--- config.mk ---
export PLATFORM = sky130hd
export DESIGN_NAME = bcd_display_scan_ctrl
export DESIGN_NICKNAME = d
export VERILOG_FILES = /design/src/rtl/bcd_display_scan_ctrl.sv
export SDC_FILE = /design/constraint.sdc
export NUM_CORES = 1
export LEC_CHECK = 0
export BUFFER_PORTS_ARGS = -buffer_cell sky130_fd_sc_hd__buf_2
export CELL_PAD_IN_SITES_DETAIL_PLACEMENT = 1
export CELL_PAD_IN_SITES_GLOBAL_PLACEMENT = 1
export CORE_UTILIZATION = 49
export DETAILED_ROUTE_END_ITERATION = 10
export PLACE_DENSITY = 0.9
export RECOVER_POWER = 50
export SLEW_MARGIN = 25
export SYNTH_ARGS = -nofsm -noshare
export SYNTH_HDL_FRONTEND = slang
export SYNTH_SLANG_ARGS = --single-unit
--- constraint.sdc ---
create_clock -name clk -period 5.25 [get_ports clk]
set_clock_uncertainty 0.15 [all_clocks]
set_input_delay 0.7875 -clock clk [delete_from_list [all_inputs] [get_ports clk]]
set_output_delay 0.7875 -clock clk [all_outputs]
set_load 0.1 [all_outputs]
--- src/rtl/bcd_display_scan_ctrl.sv ---
// rtl/bcd_display_scan_ctrl.sv - serial binary-to-BCD converter with multiplexed 7-segment scan
module bcd_display_scan_ctrl #(
    parameter int SCAN_DIV = 1000,
    parameter bit BLANK_LZ = 1'b1
) (
    input  logic        clk,
    input  logic        rst_n,
    input  logic [8:0]  bin_in,
    input  logic        load,
    output logic        busy,
    output logic        done,
    output logic [11:0] bcd_out,
    output logic [6:0]  seg,
    output logic [2:0]  dig_en
);

    localparam logic [1:0] ST_IDLE  = 2'd0;
    localparam logic [1:0] ST_CONV  = 2'd1;
    localparam logic [1:0] ST_LATCH = 2'd2;

    localparam int             PW      = $clog2(SCAN_DIV);
    localparam logic [PW-1:0]  PS_LAST = PW'(SCAN_DIV - 1);

    logic [1:0]    state_q, state_d;
    logic [8:0]    bin_q, bin_d;
    logic [11:0]   scratch_q, scratch_d;
    logic [3:0]    iter_q, iter_d;
    logic [11:0]   bcd_q, bcd_d;
    logic          done_q, done_d;
    logic [PW-1:0] ps_q, ps_d;
    logic [1:0]    idx_q, idx_d;
    logic [6:0]    seg_q, seg_d;
    logic [2:0]    dig_en_q, dig_en_d;

    logic [11:0]   adj;
    logic [3:0]    nib;
    logic          blank;

    function automatic logic [6:0] seg7(input logic [3:0] d);
        case (d)
            4'd0:    seg7 = 7'b1111110;
            4'd1:    seg7 = 7'b0110000;
            4'd2:    seg7 = 7'b1101101;
            4'd3:    seg7 = 7'b1111001;
            4'd4:    seg7 = 7'b0110011;
            4'd5:    seg7 = 7'b1011011;
            4'd6:    seg7 = 7'b1011111;
            4'd7:    seg7 = 7'b1110000;
            4'd8:    seg7 = 7'b1111111;
            4'd9:    seg7 = 7'b1111011;
            default: seg7 = 7'b0000000;
        endcase
    endfunction

    // Add-3 correction on each scratch nibble before the shift.
    always_comb begin
        adj[3:0]   = (scratch_q[3:0]   >= 4'd5) ? scratch_q[3:0]   + 4'd3 : scratch_q[3:0];
        adj[7:4]   = (scratch_q[7:4]   >= 4'd5) ? scratch_q[7:4]   + 4'd3 : scratch_q[7:4];
        adj[11:8]  = (scratch_q[11:8]  >= 4'd5) ? scratch_q[11:8]  + 4'd3 : scratch_q[11:8];
    end

    always_comb begin
        state_d   = state_q;
        bin_d     = bin_q;
        scratch_d = scratch_q;
        iter_d    = iter_q;
        bcd_d     = bcd_q;
        done_d    = 1'b0;
        case (state_q)
            ST_IDLE: begin
                if (load) begin
                    bin_d     = bin_in;
                    scratch_d = '0;
                    iter_d    = '0;
                    state_d   = ST_CONV;
                end
            end
            ST_CONV: begin
                scratch_d = {adj[10:0], bin_q[8]};
                bin_d     = {bin_q[7:0], 1'b0};
                iter_d    = iter_q + 4'd1;
                if (iter_q == 4'd8) begin
                    state_d = ST_LATCH;
                end
            end
            ST_LATCH: begin
                bcd_d   = scratch_q;
                done_d  = 1'b1;
                state_d = ST_IDLE;
            end
            default: state_d = ST_IDLE;
        endcase
    end

    // seg/dig_en are loaded from the next index so both switch together.
    always_comb begin
        ps_d  = ps_q + 1'b1;
        idx_d = idx_q;
        if (ps_q == PS_LAST) begin
            ps_d  = '0;
            idx_d = (idx_q == 2'd2) ? 2'd0 : idx_q + 2'd1;
        end
        nib   = bcd_q[3:0];
        blank = 1'b0;
        case (idx_d)
            2'd2: begin
                nib   = bcd_q[11:8];
                blank = BLANK_LZ && (bcd_q[11:8] == 4'd0);
            end
            2'd1: begin
                nib   = bcd_q[7:4];
                blank = BLANK_LZ && (bcd_q[11:8] == 4'd0) && (bcd_q[7:4] == 4'd0);
            end
            default: begin
                nib   = bcd_q[3:0];
                blank = 1'b0;
            end
        endcase
        seg_d    = blank ? 7'b0000000 : seg7(nib);
        dig_en_d = 3'b001 << idx_d;
    end

    always_ff @(posedge clk or negedge rst_n) begin
        if (!rst_n) begin
            state_q   <= ST_IDLE;
            bin_q     <= '0;
            scratch_q <= '0;
            iter_q    <= '0;
            bcd_q     <= '0;
            done_q    <= 1'b0;
            ps_q      <= '0;
            idx_q     <= '0;
            seg_q     <= 7'b1111110;
            dig_en_q  <= 3'b001;
        end else begin
            state_q   <= state_d;
            bin_q     <= bin_d;
            scratch_q <= scratch_d;
            iter_q    <= iter_d;
            bcd_q     <= bcd_d;
            done_q    <= done_d;
            ps_q      <= ps_d;
            idx_q     <= idx_d;
            seg_q     <= seg_d;
            dig_en_q  <= dig_en_d;
        end
    end

    assign busy    = (state_q != ST_IDLE);
    assign done    = done_q;
    assign bcd_out = bcd_q;
    assign seg     = seg_q;
    assign dig_en  = dig_en_q;

endmodule

# Word-level counts from Yosys, hierarchy flattened
# Memory sizes are Yosys's and may differ from the RTL's.
# Cells that the tools add are included.
# op_classes
add_sub_neg	6
n_lt_le_gt_ge	3
n_eq_ne	9
shift	1
n_mux	19
n_reduce_logical	8
# op_table
cell	n
$pmux 12 s2	1
$pmux 9 s2	1
$pmux 4 s2	2
$ge 4x3->1 const B	3
$mux 12	1
$mux 4	3
$add 10x1->10 const B	1
$eq 10x10->1 const B	1
$mux 10	1
$mux 9	1
$add 4x2->4 const B	2
$logic_not 4->1	2
$mux 2	4
$mux 7	1
$eq 2x2->1 const B	3
$add 4x1->4 const B	1
$eq 2x1->1 const B	2
$eq 4x4->1 const B	1
$ne 2x2->1 const B	2
$pmux 2 s2	1
$reduce_and 2->1	2
$reduce_bool 2->1	2
$add 3x2->3 const B	1
$mux 3	1
other kinds (6)	6
# word_totals
ff_bits	62
mem_bits_ro	112
memories	1
# memory_table
memory	depth	width	rd	rd_clocked_by_memory_dff	wr	line_no	source
(name not given)	16	7	1	0	0	40	case (d)

# Longest topological paths before layout
# Gate-level depths: netlist of run 1.
# An unclocked memory read counts as a cell.
# logic_depth
ltp_word	7
depth_mapped	11

# Least setup slack after synthesis of run 1
# Ideal clock, no wire load.
# synth_timing
path_kind	register to register
startpoint	reg ps_q[0]
endpoint	reg seg_q[3], in the netlist seg[3]
arrival_ns	2.573
required_time_ns	5.028
path_slack_ns	2.455
stages_incl_launch_ff	11
n_path_buf	1
period_less_slack_ns	2.795
cell_sequence	dfrtp_1 -> ha_1 -> and4b_1 -> buf_4 -> a31oi_4 -> mux2_2 -> a21oi_2 -> inv_1 -> ha_1 -> mux2_1 -> o21ai_1
# synth_between
elab_chain_cells	6
word_cells_on_any_way	8
classes_between	eq/ne (3); mux (4); memory (1)
# synth_lines
element	line_no	source
start: declaration	30	logic [PW-1:0] ps_q, ps_d;
start signal: assignment	142	ps_q <= ps_d;
$eq 10x10->1 (*)	99	if (ps_q == PS_LAST) begin
$mux 2 (*)	99	
$eq 2x1->1 or $eq 2x2->1 (tied branches)	105	case (idx_d)
$pmux 4 s2	105	
$mem_v2 16x7	--	
$mux 7 (*)	119	seg_d = blank ? 7'b0000000 : seg7(nib);
net seg_d[3]	32	logic [6:0] seg_q, seg_d;
end signal: assignment	144	seg_q <= seg_d;
end: declaration	32	
# Mark *: on every way through the listed nets, which the timed path passes. The rest lies on a longest branch.
# A chain may end at the register's enable or synchronous reset.

# Worst setup path after layout of run 1
# Ends and elaborated chain as after synthesis.

==> metrics, run 1 <==
fill count 723; Clock transition at path regs 0.07 ns; GRT overflow 0; Period Utilization, post-route 58.5%; status complete, no violations; post-CTS sizing 0; average wire per standard cell 16.9 µm; actual slew at the worst max-slew pin 0.986 ns; setup TNS 0 ns; Gate Count Post-Synth 327; Netlist Area Pre-Place 3250 µm²; DIE AREA approximately 7000 µm²; Finish-stage setup viols 0; Lkg Pwr ~1.8 nW; Synth cell types 48; R2R Setup Slk 2.18 ns; initial core utilization 50.9%; register area share after synthesis approximately 48%; total number of vias 2,555; clock buffer depth 2; Internal 1.15 mW; detailed-router iteration count before antenna repair 4; #FFs+latches synth 62; multiplexer share of the synthesized area 5.23%; Die Y between 80 and 90 µm; clock network power share 17.9%; fin nets 386; Top FF cell, synth dfrtp_1; Critical Path RT 5.38 ns; combinational power share a little under half; commonest cells after routing, fill and taps aside 55 x dfrtp_1, 43 x nand2_1, 35 x buf_2; number of global-route vias before repair 2,727; largest net degree at the start of global routing 63; Relative slew margins 33.5%; Simple-Gate Fraction of Synth Area 18.4%; CP startpoint kind flip-flop; DP Wirelength between 5 and 6 mm; diodes inserted 0; xor/xnor share of the synthesized area 2.96%; htree depth 3; Compound-Gate Fraction of Synth Area 16.0%; port buffer count 35; # IOs 36; RSZ-0062 raised after global routing false; max-cap viol count 0; Worst Path Max Fanout 8; drt via density 5.78; first-pass GRT wire length approximately 13 mm; Post-Synth Adder-Cell Area under 10%; gpl congestion 0.843; Hold Fails Final Rpt 0; setup ws final 2.18 ns; synth warn 0; total core area 6390 µm²; CTS tree built; GR Util All Layers 23.6%; clock latency on the worst-skew pair 0.34 ns; DRC violations left 0; initial antenna violation count 0; switch share 48.1%; Starting DRT DRC Count 108; Syn Nets 353; pre-CTS WS around 2.2 ns; share of layout cells above drive strength 1 20.5%; EDFF count, synth 0; Setup Buffers After CTS 0; DRT antenna net count 0; HP Class flip-flop to flip-flop; CTS sink cnt 62; CTS Root Cell clkbuf_8; Setup Crit Path Kind flip-flop to flip-flop; VDD IR max 0.377 mV; hold buffer count at CTS 0; fin crit period 3.07 ns; num rows 29; largest family of logic cells by synthesized area simple AND/OR/NAND/NOR gates; Async S/R FF share, synth 100%; P_sw 1.06 mW; Slew Viols, Final 0; most common cell after layout, fill and taps aside dfrtp_1; pwr/cell area 604 nW/µm²; post-synthesis area per instance between 9 and 10 µm²; Arr. time, crit path 3.20 ns; die width 83.5 µm; sequential share of power 35.3%; WL final 7.46 mm; max frequency 326 MHz; crit end category flip-flop; P&R area growth vs syn 12.5%; total CTS buffers 9
==> cell families after synthesis <==
logic type | Yosys count
xor+xnor | 11
compound gates | 81
mux | 15
simple gates | 114
buf+inv | 29
fa+ha+maj | 15
flops | 62
==> stage by stage <==
| step | power (mW) | area [µm²] | utilization, % | hold slack [ns] | cells |
|---|---|---|---|---|---|
| floorplan | 1.59 | 3250 | - | 0.298 | 327 |
| global placement | 1.77 | 3470 | 54.3 | 0.312 | 426 |
| detailed placement | 1.83 | 3470 | 54.3 | 0.322 | 426 |
| CTS | 2.23 | 3660 | 57.2 | 0.337 | 442 |
| global route | 2.36 | 3660 | 57.2 | 0.363 | 442 |
| finish | 2.21 | 3660 | 57.2 | 0.338 | 442 |
==> state kept, by name (all words and copies together) (netlist names) <==
signal,count
bcd_out,12
scratch_q,12
ps_q,10
bin_q,9
seg,7
iter_q,4
dig_en,3
idx_q,2
state_q,2
done,1
==> final cells by class <==
cell class              instances  area (µm²)  share of cell area, %
clock buffers                  13         169                   4.62
clock inverters                 3        17.5                  0.479
inverters                      14        52.6                   1.44
multi-input cells             236        1570                   43.0
flip-flops and latches         62        1560                   42.7
well taps                      77        96.3                   2.64
repair buffers                 37         190                   5.20
==> worst paths after layout <==
path / start / endpoint / depth (start not counted)
worst max-delay path: ps_q[0]$_DFF_PN0_ / seg[3]$_DFF_PN1_ / 9
worst min-delay path: bin_q[6]$_DFFE_PN0P_ / bin_q[6]$_DFFE_PN0P_ / 2
worst max register to register: ps_q[0]$_DFF_PN0_ / seg[3]$_DFF_PN1_ / 9
worst min register to register: bin_q[6]$_DFFE_PN0P_ / bin_q[6]$_DFFE_PN0P_ / 2
max in group asynchronous: rst_n / scratch_q[9]$_DFFE_PN0P_ / 2
min in group asynchronous: rst_n / idx_q[1]$_DFF_PN0_ / 2
==> synth_stat cells (2+ instances only) <==
master    number  share of area [%]
xor2_1         6                1.6
nor4_1         2               0.38
a22oi_1        5                1.2
nor3b_1        8                1.8
nand2_1       43                5.0
o32ai_1        4                1.1
buf_4          2               0.46
ha_1          14                5.4
mux2_1         3                1.0
and3b_1        7                1.9
nand2b_1       5               0.96
nor2_1        13                1.5
buf_2          3               0.46
o21ai_1        6               0.92
nand4_1        5               0.96
dfrtp_1       55                 42
inv_1         14                1.6
nor3_1         5               0.77
xnor2_1        5                1.3
mux2_2         9                3.1
a22o_1         4                1.1
mux2i_1        2               0.62
clkbuf_1      10                1.2
nor2b_1        6                1.2
a21o_1         2               0.46
and3_1         4               0.77
dfstp_2        7                5.7
o211ai_1       5                1.2
o21ai_0       31                4.8
o31ai_1        2               0.46
a21oi_1       15                2.3
nand3_1        9                1.4
==> critical path, stage by stage, from the launching register on <==
cell	delay, ns
dfrtp_1	0.41
ha_1	0.27
and4b_1	0.33
a31oi_4	0.28
mux2_2	0.38
a21oi_2	0.32
inv_1	0.12
ha_1	0.32
mux2_1	0.29
o21ai_1	0.15
==> power by group through the flow <==
stage | Combinational (mW) | Clock, mW | Sequential, mW
4_1_cts | 1.05 | 0.409 | 0.780
2_1_floorplan | 0.541 | 0 | 1.05
6_report | 1.03 | 0.396 | 0.780
3_3_place_gp | 0.994 | 0 | 0.779
5_1_grt | 1.13 | 0.428 | 0.801
3_5_place_dp | 1.04 | 0 | 0.789
==> metal layers <==
layer | part of all wire, % | vias to the layer above | global-route usage, %
met2 | 51 | 47 | 41.0
met4 | 2.0 | 0 | 10.2
met5 | 0 | - | 0
met1 | 44 | 1275 | 28.6
li1 | - | 1218 | -
met3 | 3.0 | 15 | 4.85
Note: power is estimated with default switching activity, not from simulation.
==> run 2, diff against run 1 <==
- ABC_AREA: not set -> 1
- CORE_UTILIZATION: 49 -> 40
- PLACE_DENSITY: 0.9 -> 0.81
- clock period: 5.25 -> 2.5 ns (I/O delays scaled with it)
==> run 2 against run 1 <==
Against the previous run: synthesized cell count rose by 10%; setup slack got worse by 2.1 ns; critical path depth rose by 8; highest routed layer unchanged; first-iteration DRC count fell by 62%; sequential power rose by 110%; via count fell by 0.59%; sequential cell count did not move; global-route usage fell by 5.1 points; area after synthesis fell by 3.1%; clock power rose to 2.8 times the previous value; count of clock-buffer cells in the layout did not move.
==> metrics, run 2 <==
status complete, no violations; P_sw 2.68 mW; average wire per standard cell 14.4 µm; first-pass GRT wire length 12.1 mm; R2R Setup Slk around 0.054 ns; HP Class primary input to flip-flop; setup ws final 0.0540 ns; Slew Viols, Final 0; Placed Cells 492; num rows 31; Die Y a little over 90 µm; crit end category flip-flop; sequential share of power 29.7%; DRC violations left 0; Internal 2.79 mW; CTS Root Cell clkbuf_8; Total Power ~5.5 mW; worst reg2reg path startpoint ps_q[0]$_DFF_PN0_; WL final 7.42 mm; Worst Path Max Fanout 7; synth warn 0; Starting DRT DRC Count 41; DP Wirelength 4.95 mm; post-synthesis area per instance 8.75 µm²; drt via density 4.92; Synth cell types 32; actual slew at the worst max-slew pin 0.538 ns; pwr/cell area 1420 nW/µm²; Syn Nets approximately 390; clock latency on the worst-skew pair about 0.35 ns; combinational power share 50.0%; max frequency around 410 MHz; commonest cells after routing, fill and taps aside 64 x nand2_1, 55 x dfrtp_1, 48 x inv_1; fin nets around 440; Async S/R FF share, synth 100%; htree depth 3; total core area about 7400 µm²; Critical Path RT 2.63 ns; share of the synthesized area in the top cell type 43.7%; clock buffer depth 2; Finish-stage setup viols 0; Setup Crit Path Kind flip-flop to flip-flop; DRT antenna net count 0; detailed-router iteration count before antenna repair 4; DIE AREA 8230 µm²; gpl congestion 0.800; Period Utilization, post-route between 90% and 100%; Setup crit start ps_q[0]$_DFF_PN0_; Arr. time, crit path 2.57 ns; Gate Count Post-Synth 360; pre-CTS WS about 0.094 ns; total CTS buffers 9; diodes inserted 0; top-count cell post-synth nand2_1; Final Non-Filler Cells approximately 520; EDFF count, synth 0; min-delay src bin_in[4]; synth top area cells dfrtp_1 44%, nand2_1 7.9%, dfstp_2 5.8%; final core utilization 51.9%; leading area contributor after synthesis dfrtp_1; switch share between 40% and 50%; worst hold slack 0.0817 ns; CP startpoint kind flip-flop; die width between 90 and 100 µm; # IOs 36; #FFs+latches synth between 60 and 70; most common cell after layout, fill and taps aside nand2_1; clock network power share about a fifth; setup TNS 0 ns; Placed Area 3460 µm²; fin crit period approximately 2.4 ns; share of layout cells above drive strength 1 26.6%; post-route cell area around 3900 µm²; synth cell count leaders 66 x nand2_1, 55 x dfrtp_1, 49 x inv_1; Hold Fails Final Rpt 0; Clock transition at path regs 0.07 ns; register area share after synthesis about half; Lkg Pwr approximately 2.0 nW; largest net degree at the start of global routing 63; port buffer count 35; total number of vias 2,540; initial antenna violation count 0; VDD IR max 0.587 mV; CTS tree built; Relative slew margins between 60% and 70%; GRT overflow 0; number of global-route vias before repair 2,609; CTS sink cnt 62; max-cap viol count 0; Top FF cell, synth dfrtp_1; GR Util All Layers 18.6%; Netlist Area Pre-Place roughly 3100 µm²; initial core utilization between 40% and 50%; P&R area growth vs syn 22.7%
run 2: changes by cell type after synthesis, moves of 8 or more:
cell and delta:
nand3_1 +15, nand2_4 +8, nor3b_1 -8, nor2_1 +26, nand2_2 +12, mux2_2 -9, nand2_1 +23, a21oi_1 -11
inv_1 +35
run 2: power groups by stage:
stage	Clock, mW	Sequential [mW]	Combinational, mW
2_1_floorplan	0	2.54	1.18
3_3_place_gp	0	1.62	2.55
3_5_place_dp	0	1.64	2.63
4_1_cts	1.14	1.62	2.67
5_1_grt	1.17	1.67	3.00
6_report	1.11	1.62	2.74
run 2: cell families (layout without fill, tap and decap cells):
logic type,count (synthesis),after routing,synth area share (%)
simple gates,167,167,26.8
flops,62,62,49.5
buf+inv,61,118,7.39
compound gates,50,50,8.98
fa+ha+maj,14,14,5.56
xor+xnor,5,5,1.39
mux,1,1,0.318
run 2: layer usage:
| layer | GRT usage (%) | vias to the layer above | part of all wire (%) |
|---|---|---|---|
| li1 | - | 1248 | - |
| met1 | 21.4 | 1242 | 45 |
| met2 | 33.1 | 39 | 51 |
| met3 | 5.47 | 11 | 3.2 |
| met4 | 5.24 | 0 | 1.3 |
| met5 | 0 | - | 0 |
run 2: final timing paths:
check	cells past startpoint	end
max in group asynchronous	3	seg[3]$_DFF_PN1_
worst min-delay path	3	bin_q[4]$_DFFE_PN0P_
worst max register to register	17	seg[6]$_DFF_PN1_
worst min register to register	1	iter_q[3]$_DFFE_PN0P_
min in group asynchronous	3	ps_q[5]$_DFF_PN0_
worst max-delay path	17	seg[6]$_DFF_PN1_
run 2: layout make-up:
| class | instances | area [µm²] |
|---|---|---|
| clock inverters | 3 | 90.1 |
| multi-input cells | 237 | 1440 |
| fillers | 893 | 3580 |
| well taps | 99 | 124 |
| clock buffers | 13 | 159 |
| flip-flops and latches | 62 | 1560 |
| repair buffers | 47 | 280 |
| inverters | 55 | 209 |
run 2: critical path, stage by stage (launching register included):
cell	delay [ns]
dfrtp_1	0.37
ha_2	0.21
nand2_2	0.08
nor2_4	0.20
nand2_4	0.13
nand2_4	0.09
nand2_4	0.09
nand2_8	0.12
inv_2	0.06
nand2_2	0.08
nand3_4	0.10
buf_4	0.15
ha_1	0.19
inv_1	0.08
nand2_1	0.09
nand2_1	0.07
nor2_1	0.04
nor2_1	0.10
run 2: what timing repair did:
item                                    CTS  global route
setup buffers                             0             7
hold buffers                              1             0
endpoints found under the hold margin    55             0
endpoints found under the setup margin    0             3
resized for setup                         0            18
==> run 3, diff against run 2 <==
- CORE_ASPECT_RATIO: not set -> 1.1
==> run 3 against run 2 <==
Against the previous run: sequential share of layout area up 0.30 points; via count up 2.1%; sequential cell count stayed put; count of clock-buffer cells in the layout unchanged; routed wire length grew 3.0%; total power shrank 1.8%; non-clock buffer count rose by 6; first-iteration DRC count grew 61%.
==> metrics, run 3 (synthesis gave the netlist of run 2 again) <==
num rows 33; multi-input logic area about 1400 µm²; Final Non-Filler Cells 528; Placed Cells 499; CTS tree built; R2R Setup Slk about 0.068 ns; DIE AREA approximately 8200 µm²; WL final 7.64 mm; pwr/cell area about 1400 nW/µm²; total CTS buffers 9; GRT overflow 0; clock buffer depth 2; # IOs 36; VDD IR max 0.535 mV; Hold Fails Final Rpt 0; most common cell after layout, fill and taps aside nand2_1; post-route cell area approximately 3800 µm²; Placed Area between 3000 and 4000 µm²; FF-to-FF path depth 16; Finish-stage setup viols 0; max-cap viol count 0; clock latency on the worst-skew pair approximately 0.35 ns; crit end category flip-flop; fin nets between 400 and 500; largest net degree at the start of global routing 26; commonest cells after routing, fill and taps aside 66 x nand2_1, 55 x dfrtp_1, 47 x inv_1; htree depth 3; CP startpoint kind flip-flop; Starting DRT DRC Count 66; initial core utilization 41.7%; CTS Root Cell clkbuf_8; DRT antenna net count 0; total core area 7560 µm²; HP Class primary input to flip-flop; Die Y 95.1 µm; first-pass GRT wire length 12.4 mm; average wire per standard cell ~14 µm; detailed-router iteration count before antenna repair 4; register area 1560 µm²; GR Util All Layers 20.0%; RSZ-0062 raised after global routing true; Worst Path Max Fanout 6; fin crit period 2.43 ns; actual slew at the worst max-slew pin between 1 and 1.5 ns; DRC violations left 0; Setup Crit Path Kind flip-flop to flip-flop; die width 86.6 µm; Arr. time, crit path 2.56 ns; P&R area growth vs syn 21.8%; DP Wirelength roughly 5.5 mm; CTS sink cnt 62; status complete, no violations; fill count 926; gpl congestion 0.755; share of layout cells above drive strength 1 26.7%; Critical Path RT 2.63 ns; Relative slew margins about 13%; diodes inserted 0; port buffer count 35; drt via density 4.91; total number of vias 2,594; initial antenna violation count 0; Slew Viols, Final 0; worst reg2reg path startpoint ps_q[1]$_DFF_PN0_; max frequency 411 MHz; reg-to-reg endpoint seg[1]$_DFF_PN1_; Lkg Pwr 2.00 nW; Period Utilization, post-route between 90 and 100%; Setup crit end seg[1]$_DFF_PN1_; number of global-route vias before repair ~2.6k; Clock transition at path regs ~0.070 ns; Setup crit start ps_q[1]$_DFF_PN0_
## run 3: changes by cell type in the layout (fill, tap and decap cells not counted), moves of 2 or more
cell,change
nand2_4,-3
nand3_1,+4
nand3_2,-2
nand2_2,+2
nand3_4,-2
buf_4,+6
nand2_1,+2
## run 3: worst min path at each step
stage / depth (start not counted) / from / to
final: 3 / bin_in[4] / bin_q[4]$_DFFE_PN0P_
after global placement: 1 / rst_n / ps_q[9]$_DFF_PN0_
after global routing: 3 / bin_in[4] / bin_q[4]$_DFFE_PN0P_
after floorplan: 0 / rst_n / bcd_out[0]$_DFFE_PN0P_
after detailed placement: 1 / rst_n / ps_q[9]$_DFF_PN0_
after CTS: 3 / bin_in[4] / bin_q[4]$_DFFE_PN0P_
## run 3: routing by layer
metal  track usage (%)  wire, µm  vias to the layer above  part of all wire (%)
li1                  -         -                     1269                     -
met1              23.3      3300                     1272                    43
met2              35.3      4000                       41                    52
met3              3.72       196                       12                   2.6
met4              9.72       138                        0                   1.8
met5                 0         0                        -                     0
## run 3: area by class of cell
cell class              count  area share [%]
well taps                 105            3.43
clock inverters             3            1.70
inverters                  55            5.45
repair buffers             53            8.22
clock buffers              13            4.40
multi-input cells         237            36.1
flip-flops and latches     62            40.7
## run 3: critical path: stages, from the launching register on
cell	delay [ns]
dfrtp_1	0.36
ha_2	0.20
nand2_2	0.08
nor2_4	0.21
nand3b_1	0.19
nand2_4	0.17
nand2_8	0.08
inv_4	0.07
nand2_1	0.06
nand3_2	0.11
inv_2	0.07
buf_4	0.13
ha_1	0.19
nand2_1	0.10
inv_1	0.05
nor2_1	0.09
nor2_1	0.05
## run 3: repair_timing
item	4_1_cts	5_1_grt
resized for setup	1	7
hold endpoints to repair	16	0
setup endpoints to repair	1	2
hold buffers	1	0
buffers inserted	3	9
pin swaps	2	12
## run 3: power breakdown
group,internal (mW),leakage (nW),total (mW),switching [mW]
sequential,1.38,0.763,1.63,0.243
clock,0.642,0.120,1.04,0.403
combinational,0.681,1.12,2.70,2.02
## run 3: per-stage QoR
stage | setup slack, ns | hold WS, ns | total power, mW | setup TNS, ns | util (%)
after floorplan | 0.251 | -0.0706 | 3.72 | 0 | -
after global placement | 0.187 | 0.231 | 4.18 | 0 | 45.9
after detailed placement | -0.0332 | 0.239 | 4.28 | -0.0332 | 45.9
after CTS | 0.0268 | 0.0670 | 5.34 | 0 | 49.4
after global routing | -0.0883 | 0.0796 | 5.74 | -0.283 | 50.8
final | 0.0680 | 0.0779 | 5.38 | 0 | 50.8
